==> config.mk <==
export PLATFORM = sky130hd
export DESIGN_NAME = imem_loader
export DESIGN_NICKNAME = d
export VERILOG_FILES = /design/src/rtl/imem_loader.sv
export SDC_FILE = /design/constraint.sdc
export NUM_CORES = 1
export LEC_CHECK = 0
export CAP_MARGIN = 20
export CELL_PAD_IN_SITES_DETAIL_PLACEMENT = 1
export CELL_PAD_IN_SITES_GLOBAL_PLACEMENT = 2
export CORE_UTILIZATION = 28
export CTS_CLUSTER_SIZE = 20
export DETAILED_ROUTE_END_ITERATION = 10
export PLACE_DENSITY = 0.87
export SYNTH_ARGS = -nofsm -noshare
export SYNTH_HDL_FRONTEND = slang
export SYNTH_SLANG_ARGS = --single-unit
==> constraint.sdc <==
create_clock -name clk -period 2 [get_ports clk]
set_input_delay 0.4 -clock clk [delete_from_list [all_inputs] [get_ports clk]]
set_output_delay 0.4 -clock clk [all_outputs]
set_load 0.03 [all_outputs]
==> src/rtl/imem_loader.sv <==
// -----------------------------------------------------------------------------
// imem_loader
//
// Writer-side front end for the core's word-addressed instruction memory.
// A host byte source (UART / debug bridge) streams little-endian bytes over a
// valid/ready handshake; every four bytes are assembled into one 32-bit word
// and written at consecutive 4-byte-aligned byte addresses starting at
// BASE_ADDR. busy holds the core off while a load is in flight.
//
// Ports
//   clk, rst              : rising-edge clock, synchronous active-high reset
//   start, len_words      : load request (sampled in IDLE) and its length
//   abort                 : cancel a load in progress
//   byte_valid, byte_data : incoming byte stream
//   byte_ready            : a byte is accepted this cycle when valid && ready
//   mem_we, mem_addr,
//   mem_wdata             : instruction-memory write port, one strobe per word
//   busy                  : high while receiving or writing
//   done                  : one-cycle pulse after the last word is written
//   error                 : sticky, set by a start with len_words > MEM_SIZE
// -----------------------------------------------------------------------------
module imem_loader #(
  parameter int                    ADDR_WIDTH = 32,
  parameter int                    DATA_WIDTH = 32,
  parameter int                    MEM_SIZE   = 64,
  parameter int                    LEN_WIDTH  = 7,
  parameter logic [ADDR_WIDTH-1:0] BASE_ADDR  = '0
) (
  input  logic                  clk,
  input  logic                  rst,
  input  logic                  start,
  input  logic [LEN_WIDTH-1:0]  len_words,
  input  logic                  abort,
  input  logic                  byte_valid,
  input  logic [7:0]            byte_data,
  output logic                  byte_ready,
  output logic                  mem_we,
  output logic [ADDR_WIDTH-1:0] mem_addr,
  output logic [DATA_WIDTH-1:0] mem_wdata,
  output logic                  busy,
  output logic                  done,
  output logic                  error
);

  typedef enum logic [1:0] {
    IDLE  = 2'd0,
    RECV  = 2'd1,
    WRITE = 2'd2,
    DONE  = 2'd3
  } state_t;

  state_t                 state, state_next;
  logic [1:0]             byte_cnt;
  logic [23:0]            byte_buf;   // bytes 0..2 of the word being assembled
  logic [LEN_WIDTH-1:0]   word_idx;
  logic [LEN_WIDTH-1:0]   len_q;

  logic byte_fire;
  logic last_byte;
  logic last_word;
  logic start_empty;
  logic start_err;
  logic start_ok;

  // abort wins over the handshake, so ready is withdrawn in an abort cycle and
  // the byte on the bus stays with the source.
  assign byte_ready  = (state == RECV) && !abort;
  assign byte_fire   = byte_ready && byte_valid;
  assign last_byte   = byte_fire && (byte_cnt == 2'd3);
  assign last_word   = (word_idx + LEN_WIDTH'(1)) == len_q;

  assign start_empty = (state == IDLE) && start && (len_words == '0);
  assign start_err   = (state == IDLE) && start && (len_words > LEN_WIDTH'(MEM_SIZE));
  assign start_ok    = (state == IDLE) && start && !start_empty && !start_err;

  assign mem_we      = (state == WRITE);
  assign busy        = (state == RECV) || (state == WRITE);
  assign done        = (state == DONE);

  // NOTE: state_next gets a default before the case so every path assigns it
  // and no latch is inferred.
  always_comb begin
    state_next = state;
    case (state)
      IDLE: begin
        if (start_empty)   state_next = DONE;
        else if (start_ok) state_next = RECV;
      end
      RECV: begin
        if (abort)          state_next = IDLE;
        else if (last_byte) state_next = WRITE;
      end
      WRITE: begin
        // The write strobe is already out this cycle; abort only stops the
        // load from continuing.
        if (abort)          state_next = IDLE;
        else if (last_word) state_next = DONE;
        else                state_next = RECV;
      end
      DONE:    state_next = IDLE;
      default: state_next = IDLE;
    endcase
  end

  // NOTE: all registers use non-blocking assignments so every flop samples the
  // pre-edge values of its neighbours regardless of statement order.
  always_ff @(posedge clk) begin
    if (rst) state <= IDLE;
    else     state <= state_next;
  end

  always_ff @(posedge clk) begin
    if (rst) begin
      byte_cnt  <= '0;
      byte_buf  <= '0;
      word_idx  <= '0;
      len_q     <= '0;
      mem_addr  <= BASE_ADDR;
      mem_wdata <= '0;
      error     <= 1'b0;
    end else begin
      if (start_err) error <= 1'b1;

      if (start_ok) begin
        error    <= 1'b0;
        len_q    <= len_words;
        word_idx <= '0;
        byte_cnt <= '0;   // drops any partial word left by an abort
      end

      if (byte_fire) begin
        byte_cnt <= byte_cnt + 2'd1;
        case (byte_cnt)
          2'd0: byte_buf[7:0]   <= byte_data;
          2'd1: byte_buf[15:8]  <= byte_data;
          2'd2: byte_buf[23:16] <= byte_data;
          default: begin
            // Write port is only updated on the edge that enters WRITE, so
            // mem_addr/mem_wdata stay put between strobes.
            mem_wdata <= DATA_WIDTH'({byte_data, byte_buf});
            mem_addr  <= BASE_ADDR + ADDR_WIDTH'({word_idx, 2'b00});
          end
        endcase
      end

      if (state == WRITE) word_idx <= word_idx + LEN_WIDTH'(1);
    end
  end

endmodule

==> results_tabular.tex, run 1 <==
\begin{tabular}{lr}
\hline
Metric & Value \\
\hline
\multicolumn{2}{l}{\textbf{Status}} \\
Run status & finished clean \\
\multicolumn{2}{l}{\textbf{Logic synthesis}} \\
Cell taking the most area after synthesis & dfxtp\_1 \\
Synth unique cells & 39 \\
Synth warnings & 0 \\
Top FF cell, synth & dfxtp\_1 \\
Most frequent cells after synthesis & 139 x nand2\_1, 82 x dfxtp\_1, 75 x a21oi\_1 \\
Compound-cell area share of the yosys netlist & 15.4\% \\
Mapped Avg Cell Area & 8.13 um\^{}2 \\
Simple-gate share of the synthesized area & 21.6\% \\
Sequential-to-total area share from yosys stat & 45.9\% \\
Mux contribution to synthesized area & 1.96\% \\
Most frequent cell after synthesis & nand2\_1 \\
Post-Synthesis Cells & 440 \\
Post-Synthesis Cell Area & 3580 um\^{}2 \\
Xor and xnor fraction of the mapped netlist area & 2.20\% \\
Leading cell types by total area after synthesis & dfxtp\_1 46\%, nand2\_1 15\%, a21oi\_1 10\% \\
Adder and majority cell fraction of the synthesized area & 3.50\% \\
Number of synthesized register bits & 82 \\
Async S/R FF share, synth & 0\% \\
Dominant combinational cell family by area after synthesis & simple AND/OR/NAND/NOR gates \\
Post-synth EDFFs & 0 \\
Share of the synthesized area in the top cell type & 45.9\% \\
\multicolumn{2}{l}{\textbf{Pwr}} \\
Power per unit of standard cell area & 862 nW/um\^{}2 \\
Overall power after layout & 4.00 mW \\
Clock network fraction of design power & 38.0\% \\
Portion of total power attributed to combinational logic & 18.7\% \\
Switching Fraction & 29.2\% \\
Net switching power figure & 1.17 mW \\
Int Power & 2.83 mW \\
Leak pwr & 1.68 nW \\
Sequential power share & 43.4\% \\
Worst vdd ir & 387 uV \\
\multicolumn{2}{l}{\textbf{Clock tree}} \\
CTS Sinks & 82 \\
Latest clock arrival within the worst-skew pair & 0.34 ns \\
TritonCTS clock tree & done \\
Largest buffer count on any clock path & 2 \\
Number of buffers created by CTS & 9 \\
CTS H-tree lvls & 3 \\
Clk Tree Root Cell & clkbuf\_16 \\
Clock-pin slew on the worst setup and hold paths & 0.06 ns \\
Hold Buf Count CTS & 0 \\
\multicolumn{2}{l}{\textbf{Min path}} \\
Min-Delay Path Depth & 2 \\
Worst hold path class & input port to flop \\
Startpoint of the worst hold path & rst \\
\multicolumn{2}{l}{\textbf{Worst setup path}} \\
Worst flop-to-flop path startpoint & word\_idx[0]\$\_SDFFE\_PP0P\_ \\
R2R cell count & 6 \\
Critical path data arrival time & 1.53 ns \\
Endpoint class of the critical path & output port \\
Type of the worst setup path & flop to output port \\
Startpoint kind of the worst setup timing path & flop \\
Crit-path max FO & 4 \\
CP required & 1.60 ns \\
Worst Setup SP & state[1]\$\_SDFFE\_PP0P\_ \\
\multicolumn{2}{l}{\textbf{Final layout}} \\
Total of fill cells in the finished design & 1,493 \\
Fraction of layout cells with a size suffix above 1 & 9.39\% \\
Antenna diode instance count & 0 \\
Post-Layout Cell Count & 679 \\
Total area of multi-input combinational cells & 1690 um\^{}2 \\
Number of nets in the finished design & 537 \\
Area Overhead vs Synth & 29.6\% \\
Sequential Area & 1640 um\^{}2 \\
\multicolumn{2}{l}{\textbf{Die}} \\
Full die area & 13,200 um\^{}2 \\
Total I/O pin count & 89 \\
Area inside the core boundary & 12,200 um\^{}2 \\
Number of rows in the core area & 40 \\
Initial standard-cell utilization of the core & 29.3\% \\
Vert. Die Dim & 115 um \\
Width of the chip & 115 um \\
\multicolumn{2}{l}{\textbf{Route}} \\
Number of vias in the routed layout & 3,096 \\
Via density & 4.56 \\
Number of design rule violations left after detail routing & 0 \\
Post-detailed-route count of antenna-violating nets & 0 \\
Final wirelength & 9.44 mm \\
Number of design-rule violations left by the first detailed-router iteration & 53 \\
Wire length per cell & 13.9 um \\
Number of iterations in the first detailed-routing pass & 3 \\
\multicolumn{2}{l}{\textbf{Timing}} \\
Maximum achievable frequency & 518 MHz \\
Setup violators final & 0 \\
Final worst-path cycle share & 96.5\% \\
Number of hold-slack violations in the final timing report & 0 \\
Final setup skew & 0.00885 ns \\
Final Max Tran Viols & 0 \\
Final worst slack & 0.0710 ns \\
Fin crit period & 1.93 ns \\
Setup repair after global routing missed its margin & no \\
\multicolumn{2}{l}{\textbf{Job}} \\
Maximum Capacitance Violations & 0 \\
\multicolumn{2}{l}{\textbf{Placed design}} \\
Pre-CTS setup slack & -0.310 ns \\
Inst Count DP & 663 \\
GP Congestion & 0.758 \\
Final HPWL from detailed placement & 6.89 mm \\
Count of input and output buffers & 63 \\
\multicolumn{2}{l}{\textbf{Global routing}} \\
Global-route wire length before repair & 15.4 mm \\
GR Util All Layers & 15.1\% \\
Antenna violations before repair & 0 \\
Sum of overflow across all layers after global routing & 0 \\
Via count of the first global-routing pass & 3,071 \\
Largest net degree at the start of global routing & 36 \\
\hline
\end{tabular}
==> per-layer routing <==
| layer | wire, um | GRT usage [%] | up-vias |
|---|---|---|---|
| met5 | 0 | 0 | - |
| met4 | 230 | 7.88 | 0 |
| met3 | 356 | 3.11 | 15 |
| met2 | 4500 | 25.9 | 58 |
| li1 | - | - | 1535 |
| met1 | 4360 | 17.8 | 1488 |
==> logic make-up after synthesis <==
logic type	Yosys count
mux	7
other cells	1
flops	82
fa+ha+maj	10
compound gates	92
xor+xnor	9
simple gates	180
buf+inv	59
==> cell usage in the layout, fill, tap and decap left out, types with 2 or more instances in the layout <==
master	netlist	layout
conb_1	1	25
mux2i_1	7	7
dlymetal6s2s_1	0	2
o32ai_1	2	2
nand2_1	139	139
buf_4	25	22
dfxtp_1	82	82
a21oi_1	75	75
a41oi_1	2	2
clkdlybuf4s50_1	0	56
inv_1	7	7
nand3_1	4	4
xor2_1	3	3
nand2b_1	8	8
or3_1	2	2
ha_1	10	10
and3_1	7	7
clkbuf_16	0	9
o22ai_1	2	2
nor2_1	11	11
dlygate4sd2_1	0	2
a311oi_2	5	5
clkinvlp_4	0	2
xnor2_1	6	6
==> sequential cells by signal (all words and copies together), names as in the netlist <==
name       cells
error          1
word_idx       7
byte_cnt       2
mem_wdata     32
byte_buf      24
mem_addr       7
state          2
len_q          7
==> area by class of cell <==
type                    count  share of cell area (%)
flip-flops and latches     82                    35.4
inverters                   7                   0.567
well taps                 168                    4.53
multi-input cells         323                    36.5
clock buffers              11                    5.23
repair buffers             84                    17.1
clock inverters             4                   0.621
==> critical path, cell delays in order, from the launching register on <==
cell           delay [ns]
dfxtp_1              0.39
inv_1                0.10
ha_1                 0.31
dlygate4sd2_1        0.40
==> through the flow <==
stage	util, %	hold WS, ns	TNS [ns]	instance area, um^2
2_1_floorplan	-	0.432	0	3670
3_3_place_gp	35.6	0.446	-6.49	4350
3_5_place_dp	35.6	0.447	-8.73	4350
4_1_cts	37.8	0.387	0	4620
5_1_grt	38.0	0.402	0	4640
6_report	38.0	0.400	0	4640
==> power groups by stage <==
stage               Clock (mW)  Sequential (mW)  Combinational (mW)
finish                    1.52             1.73               0.746
global route              1.63             1.74               0.822
CTS                       1.57             1.73               0.751
detailed placement           0             1.77               0.762
global placement             0             1.76               0.736
floorplan                    0             1.77               0.550
==> what timing repair did <==
item / CTS / global route
endpoints found under the setup margin: 2 / 15
buffers inserted: 0 / 1
resized for setup: 2 / 3
pin swaps: 0 / 1
==> worst paths after layout <==
check / end / slack, ns
max: busy / 0.07
max reg2reg: state[1]$_SDFFE_PP0P_ / 0.19
min: len_q[2]$_SDFFE_PP0P_ / 0.40
min reg2reg: mem_wdata[3]$_SDFFE_PP0P_ / 0.45
(Power assumes the default switching activity.)
==> inputs of run 2 (changes only) <==
==> constraint.sdc (replaced) <==
create_clock -name clk -period 2 [get_ports clk]
set_input_delay 0.6 -clock clk [delete_from_list [all_inputs] [get_ports clk]]
set_output_delay 0.6 -clock clk [all_outputs]
set_load 0.03 [all_outputs]
==> run 2 against run 1 <==
Routed wire length about the same. Power grew 8.9%. Fmax down 1.7%. Clock power up 18%. Cell count rose by 1.2%. Sequential share of layout area fell by 1.0 points. Worst hold slack better by 0.054 ns. Global-route usage is 0.14 points higher. Non-clock buffer count is 7 higher. Count of clock-buffer cells in the layout is 1 lower. Die area is the same. Critical path type unchanged.
==> results_tabular.tex, run 2 (synthesized netlist as in run 1, its figures left out) <==
\begin{tabular}{lr}
\hline
Metric & Value \\
\hline
\multicolumn{2}{l}{\textbf{Clock tree}} \\
Clk Tree Root Cell & clkbuf\_16 \\
CTS H-tree lvls & 3 \\
TritonCTS clock tree & done \\
Latest clock arrival within the worst-skew pair & 0.33 ns \\
Largest buffer count on any clock path & 2 \\
Clock-pin slew on the worst setup and hold paths & 0.06 ns \\
CTS Sinks & 82 \\
Hold Buf Count CTS & 0 \\
Number of buffers created by CTS & 9 \\
\multicolumn{2}{l}{\textbf{Die}} \\
Width of the chip & 115 um \\
Initial standard-cell utilization of the core & 29.3\% \\
Area inside the core boundary & 12,200 um\^{}2 \\
Total I/O pin count & 89 \\
Vert. Die Dim & 115 um \\
Number of rows in the core area & 40 \\
Full die area & 13,200 um\^{}2 \\
\multicolumn{2}{l}{\textbf{Final layout}} \\
Register with the highest flop count & mem\_wdata \\
Most used cells in the layout excluding fill and tap cells & 138 x nand2\_1, 81 x dfxtp\_1, 74 x a21oi\_1 \\
Area Overhead vs Synth & 33.9\% \\
Number of nets in the finished design & 544 \\
Most common library cell in the layout ignoring fill and taps & nand2\_1 \\
Final design utilization & 39.2\% \\
Fraction of layout cells with a size suffix above 1 & 12.5\% \\
Antenna diode instance count & 0 \\
Top flop regs & mem\_wdata (32), byte\_buf (24) \\
Max FFs per register & 32 \\
\multicolumn{2}{l}{\textbf{Route}} \\
Number of design-rule violations left by the first detailed-router iteration & 93 \\
Number of design rule violations left after detail routing & 0 \\
Post-detailed-route count of antenna-violating nets & 0 \\
Number of iterations in the first detailed-routing pass & 4 \\
Final wirelength & 9.45 mm \\
Via density & 4.49 \\
Number of vias in the routed layout & 3,086 \\
Wire length per cell & 13.8 um \\
\multicolumn{2}{l}{\textbf{Pwr}} \\
Leak pwr & 1.98 nW \\
Power per unit of standard cell area & 909 nW/um\^{}2 \\
Worst vdd ir & 354 uV \\
\multicolumn{2}{l}{\textbf{Worst setup path}} \\
Startpoint kind of the worst setup timing path & flop \\
CP required & 1.40 ns \\
Endpoint class of the critical path & output port \\
List of cells traversed by the critical path & clkdlybuf4s50\_1 \\
Cell family with most CP delay & buffers and inverters \\
Type of the worst setup path & flop to output port \\
Critical path data arrival time & 1.36 ns \\
Buffers and inverters on the worst path & 1 \\
CP max stage cell & clkdlybuf4s50\_1 \\
CP max stage delay & 0.68 ns \\
Crit-path max FO & 2 \\
Worst-case register-to-register setup slack & 0.16 ns \\
\multicolumn{2}{l}{\textbf{Timing}} \\
Final Max Tran Viols & 0 \\
Setup Total Neg Slack & 0 ns \\
Number of hold-slack violations in the final timing report & 0 \\
Setup violators final & 0 \\
Final setup skew & 0.00740 ns \\
Maximum achievable frequency & 510 MHz \\
Fin crit period & 1.96 ns \\
Final worst-path cycle share & 98.1\% \\
Final worst slack & 0.0385 ns \\
\multicolumn{2}{l}{\textbf{Status}} \\
Run status & finished clean \\
\multicolumn{2}{l}{\textbf{Placed design}} \\
Final HPWL from detailed placement & 6.97 mm \\
Pre-CTS setup slack & -0.549 ns \\
GP Congestion & 0.762 \\
Count of input and output buffers & 63 \\
\multicolumn{2}{l}{\textbf{Job}} \\
Maximum Capacitance Violations & 0 \\
\multicolumn{2}{l}{\textbf{Global routing}} \\
Antenna violations before repair & 0 \\
Largest net degree at the start of global routing & 37 \\
Via count of the first global-routing pass & 3,186 \\
Sum of overflow across all layers after global routing & 0 \\
Global-route wire length before repair & 15.7 mm \\
GR Util All Layers & 15.2\% \\
\multicolumn{2}{l}{\textbf{Min path}} \\
Worst hold path class & flop to flop \\
\hline
\end{tabular}
[run 2: changes by cell type in the layout (fill, tap and decap cells not counted), moves of 2 or more]
cell,delta
clkdlybuf4s50_1,-16
dlymetal6s2s_1,+11
buf_4,+7
dlygate4sd2_1,+4
inv_6,+3
bufinv_16,+2
clkinvlp_4,-2
[run 2: metal layers]
metal	wire length, um	up-vias	global-route usage, %
met5	0	-	0
met4	121	0	5.37
met3	357	7	3.85
met2	4610	57	26.3
met1	4360	1471	18.4
li1	-	1551	-
[run 2: timing repair]
action / in CTS / in global routing
setup endpoints to repair: 18 / 34
buffers inserted: 3 / 0
pin swaps: 3 / 1
gates resized for setup: 10 / 21
endpoints found under the hold margin: 0 / 0
[run 2: power breakdown]
part           switching [mW]  internal, mW  leakage (nW)
logic                   0.494         0.323          1.16
registers              0.0421          1.69         0.662
clock network           0.691          1.11         0.158
[run 2: area by class of cell]
type	instances	area (um^2)
clock buffer	10	229
multi-input combinational	323	1710
tap	168	210
sequential	82	1650
fill	1481	7420
inverter	7	26.3
clock inverter	6	95.1
timing repair buffer	91	870
[run 2: final timing paths]
kind                                                  from                  endpoint  cells past startpoint
worst max-delay path            mem_wdata[11]$_SDFFE_PP0P_             mem_wdata[11]                      1
worst min-delay path              mem_addr[4]$_SDFFE_PP0P_  mem_addr[4]$_SDFFE_PP0P_                      2
worst max register to register       state[1]$_SDFFE_PP0P_  byte_cnt[1]$_SDFFE_PP0P_                      9
worst min register to register    mem_addr[4]$_SDFFE_PP0P_  mem_addr[4]$_SDFFE_PP0P_                      2
[run 2: stage by stage]
step	total power, mW	area, um^2	hold WS (ns)	std cells
finish	4.35	4790	0.454	687
global route	4.53	4790	0.467	687
CTS	4.39	4740	0.457	687
detailed placement	2.55	4390	0.449	668
global placement	2.52	4390	0.445	668
floorplan	2.32	3670	0.432	464
==> RTL edit, RTL diff (config.mk and constraints of run 1) <==
`ADDR_WIDTH`: 32 -> 28.
--- a/src/rtl/imem_loader.sv
+++ b/src/rtl/imem_loader.sv
@@ -21,5 +21,5 @@
 // -----------------------------------------------------------------------------
 module imem_loader #(
-  parameter int                    ADDR_WIDTH = 32,
+  parameter int                    ADDR_WIDTH = 28,
   parameter int                    DATA_WIDTH = 32,
   parameter int                    MEM_SIZE   = 64,
Ports: changed (resized mem_addr); port bits go from 89 to 85. The function was not compared with the original's and may differ.
==> RTL edit against run 1 <==
Area after synthesis decreased by 0.84%. Worst setup slack lost 0.016 ns. Non-clock buffer count unchanged. Critical path depth rose by 2. Largest power group is now the clock network. Highest routed layer unchanged. Via count down 1.8%. Power up 7.1%. Sequential share of layout area decreased by 0.40 points. Final cell count shrank 0.59%. Sequential cell count unchanged. Worst hold slack gained 0.053 ns. Design area rose by 1.1%. Wire length rose by 3.4%.
==> RTL edit: results <==
metrics = {
    "run_status": {
        "outcome": "complete, no violations",
    },
    "power_and_ir_drop": {
        "switching_share_pct": 28.2,
        "leakage_uw": 0.00167,
        "vdd_drop_max_mv": 0.326,
    },
    "placed_design": {
        "routabilityCongestion": 0.771,
        "place_hpwl_mm": 6.85,
        "place_area_mm2": 0.00436,
    },
    "detailed_routing": {
        "wl_met3_um": 290,
        "wl_per_cell_um": 14.5,
        "vias": 3040,
        "wl_met2_mm": 4.75,
        "met1Wirelength_mm": 4.46,
        "drt-initial-drc-count": 80,
        "dr.pass1.iters": 4,
    },
    "synth": {
        "synth_compound_area_share_pct": 15.5,
        "synth-xor-area-share_pct": 2.22,
        "synthAdderAreaFrac_pct": 3.53,
        "synth_commonest_cells": "nand2_1, dfxtp_1, a21oi_1",
        "synth_area_leaders": "dfxtp_1, nand2_1, a21oi_1",
        "synth.area.mux_share_pct": 1.98,
        "synth-seq-area-share_pct": 46.3,
    },
    "finish": {
        "nets": 533,
        "n_fill_cell": 1435,
        "layout-drive-gt1-share_pct": 10.7,
    },
    "setup_path": {
        "crit_arrival_ns": 1.55,
        "reg2reg_slack_ns": 0.16,
        "r2r-end": "mem_wdata[18]$_SDFFE_PP0P_",
        "critPathMaxFanout": 5,
        "reg2regPathDepth": 8,
        "cp_slowest_cell": "dfxtp_1",
    },
    "clock_tree": {
        "clock_path_buffers": 2,
        "cts_max_level": 3,
    },
    "sta": {
        "skew_ns": 0.00512,
        "hold_slack_ns": 0.453,
    },
    "grt": {
        "grt_start_max_net_pins": 47,
        "use_met1_pct": 18.8,
        "met3_usage_pct": 2.54,
        "grt_pass1_wl_mm": 15.8,
        "grt_usage_pct": 15.7,
        "first_global_vias": 3128,
        "use_met2_pct": 26.9,
    },
    "min_path": {
        "worstHoldStart": "mem_wdata[6]$_SDFFE_PP0P_",
        "min_to": "mem_wdata[6]$_SDFFE_PP0P_",
        "hold_path_class": "reg -> reg",
    },
}
[RTL edit: logic make-up (layout without fill, tap and decap cells)]
group / Yosys count / after routing
mux: 7 / 7
xor+xnor: 9 / 9
buf+inv: 55 / 106
simple gates: 180 / 180
compound gates: 92 / 92
flops: 82 / 82
fa+ha+maj: 10 / 10
other cells: 1 / 21
[RTL edit: area by class of cell]
type	instances	area share, %
well taps	168	4.48
flip-flops and latches	82	35.0
multi-input cells	319	36.1
clock inverters	6	1.95
repair buffers	84	17.1
inverters	7	0.560
clock buffers	9	4.80
[RTL edit: how the worst max path moves through the flow]
stage                                            end  slack [ns]  cells past startpoint
after global routing           len_q[3]$_SDFFE_PP0P_       0.002                      7
after CTS                   word_idx[4]$_SDFFE_PP0P_       0.003                      6
after global placement      word_idx[5]$_SDFFE_PP0P_       -0.26                      6
final                                     byte_ready        0.05                      5
after floorplan           mem_wdata[26]$_SDFFE_PP0P_        0.05                     11
after detailed placement    word_idx[4]$_SDFFE_PP0P_       -0.33                      6
[RTL edit: power groups by stage]
stage | clock (uW) | combinational [uW] | sequential, uW
after floorplan | 0 | 534 | 1770
after global routing | 1900 | 840 | 1740
after CTS | 1820 | 771 | 1730
final | 1770 | 775 | 1730
after global placement | 0 | 734 | 1760
after detailed placement | 0 | 760 | 1770
[RTL edit: timing repair]
item	4_1_cts	5_1_grt
setup endpoints to repair	3	11
endpoints found under the hold margin	0	0
hold buffers	0	0
resized for setup	4	6
pin swaps	0	2
[RTL edit: through the flow]
stage	utilization, %	std cells	power (uW)	worst slack (ns)
2_1_floorplan	-	456	2300	0.0507
3_3_place_gp	35.8	660	2500	-0.263
3_5_place_dp	35.8	660	2530	-0.331
4_1_cts	38.4	675	4330	0.00326
5_1_grt	38.6	675	4480	0.00192
6_report	38.6	675	4280	0.0549
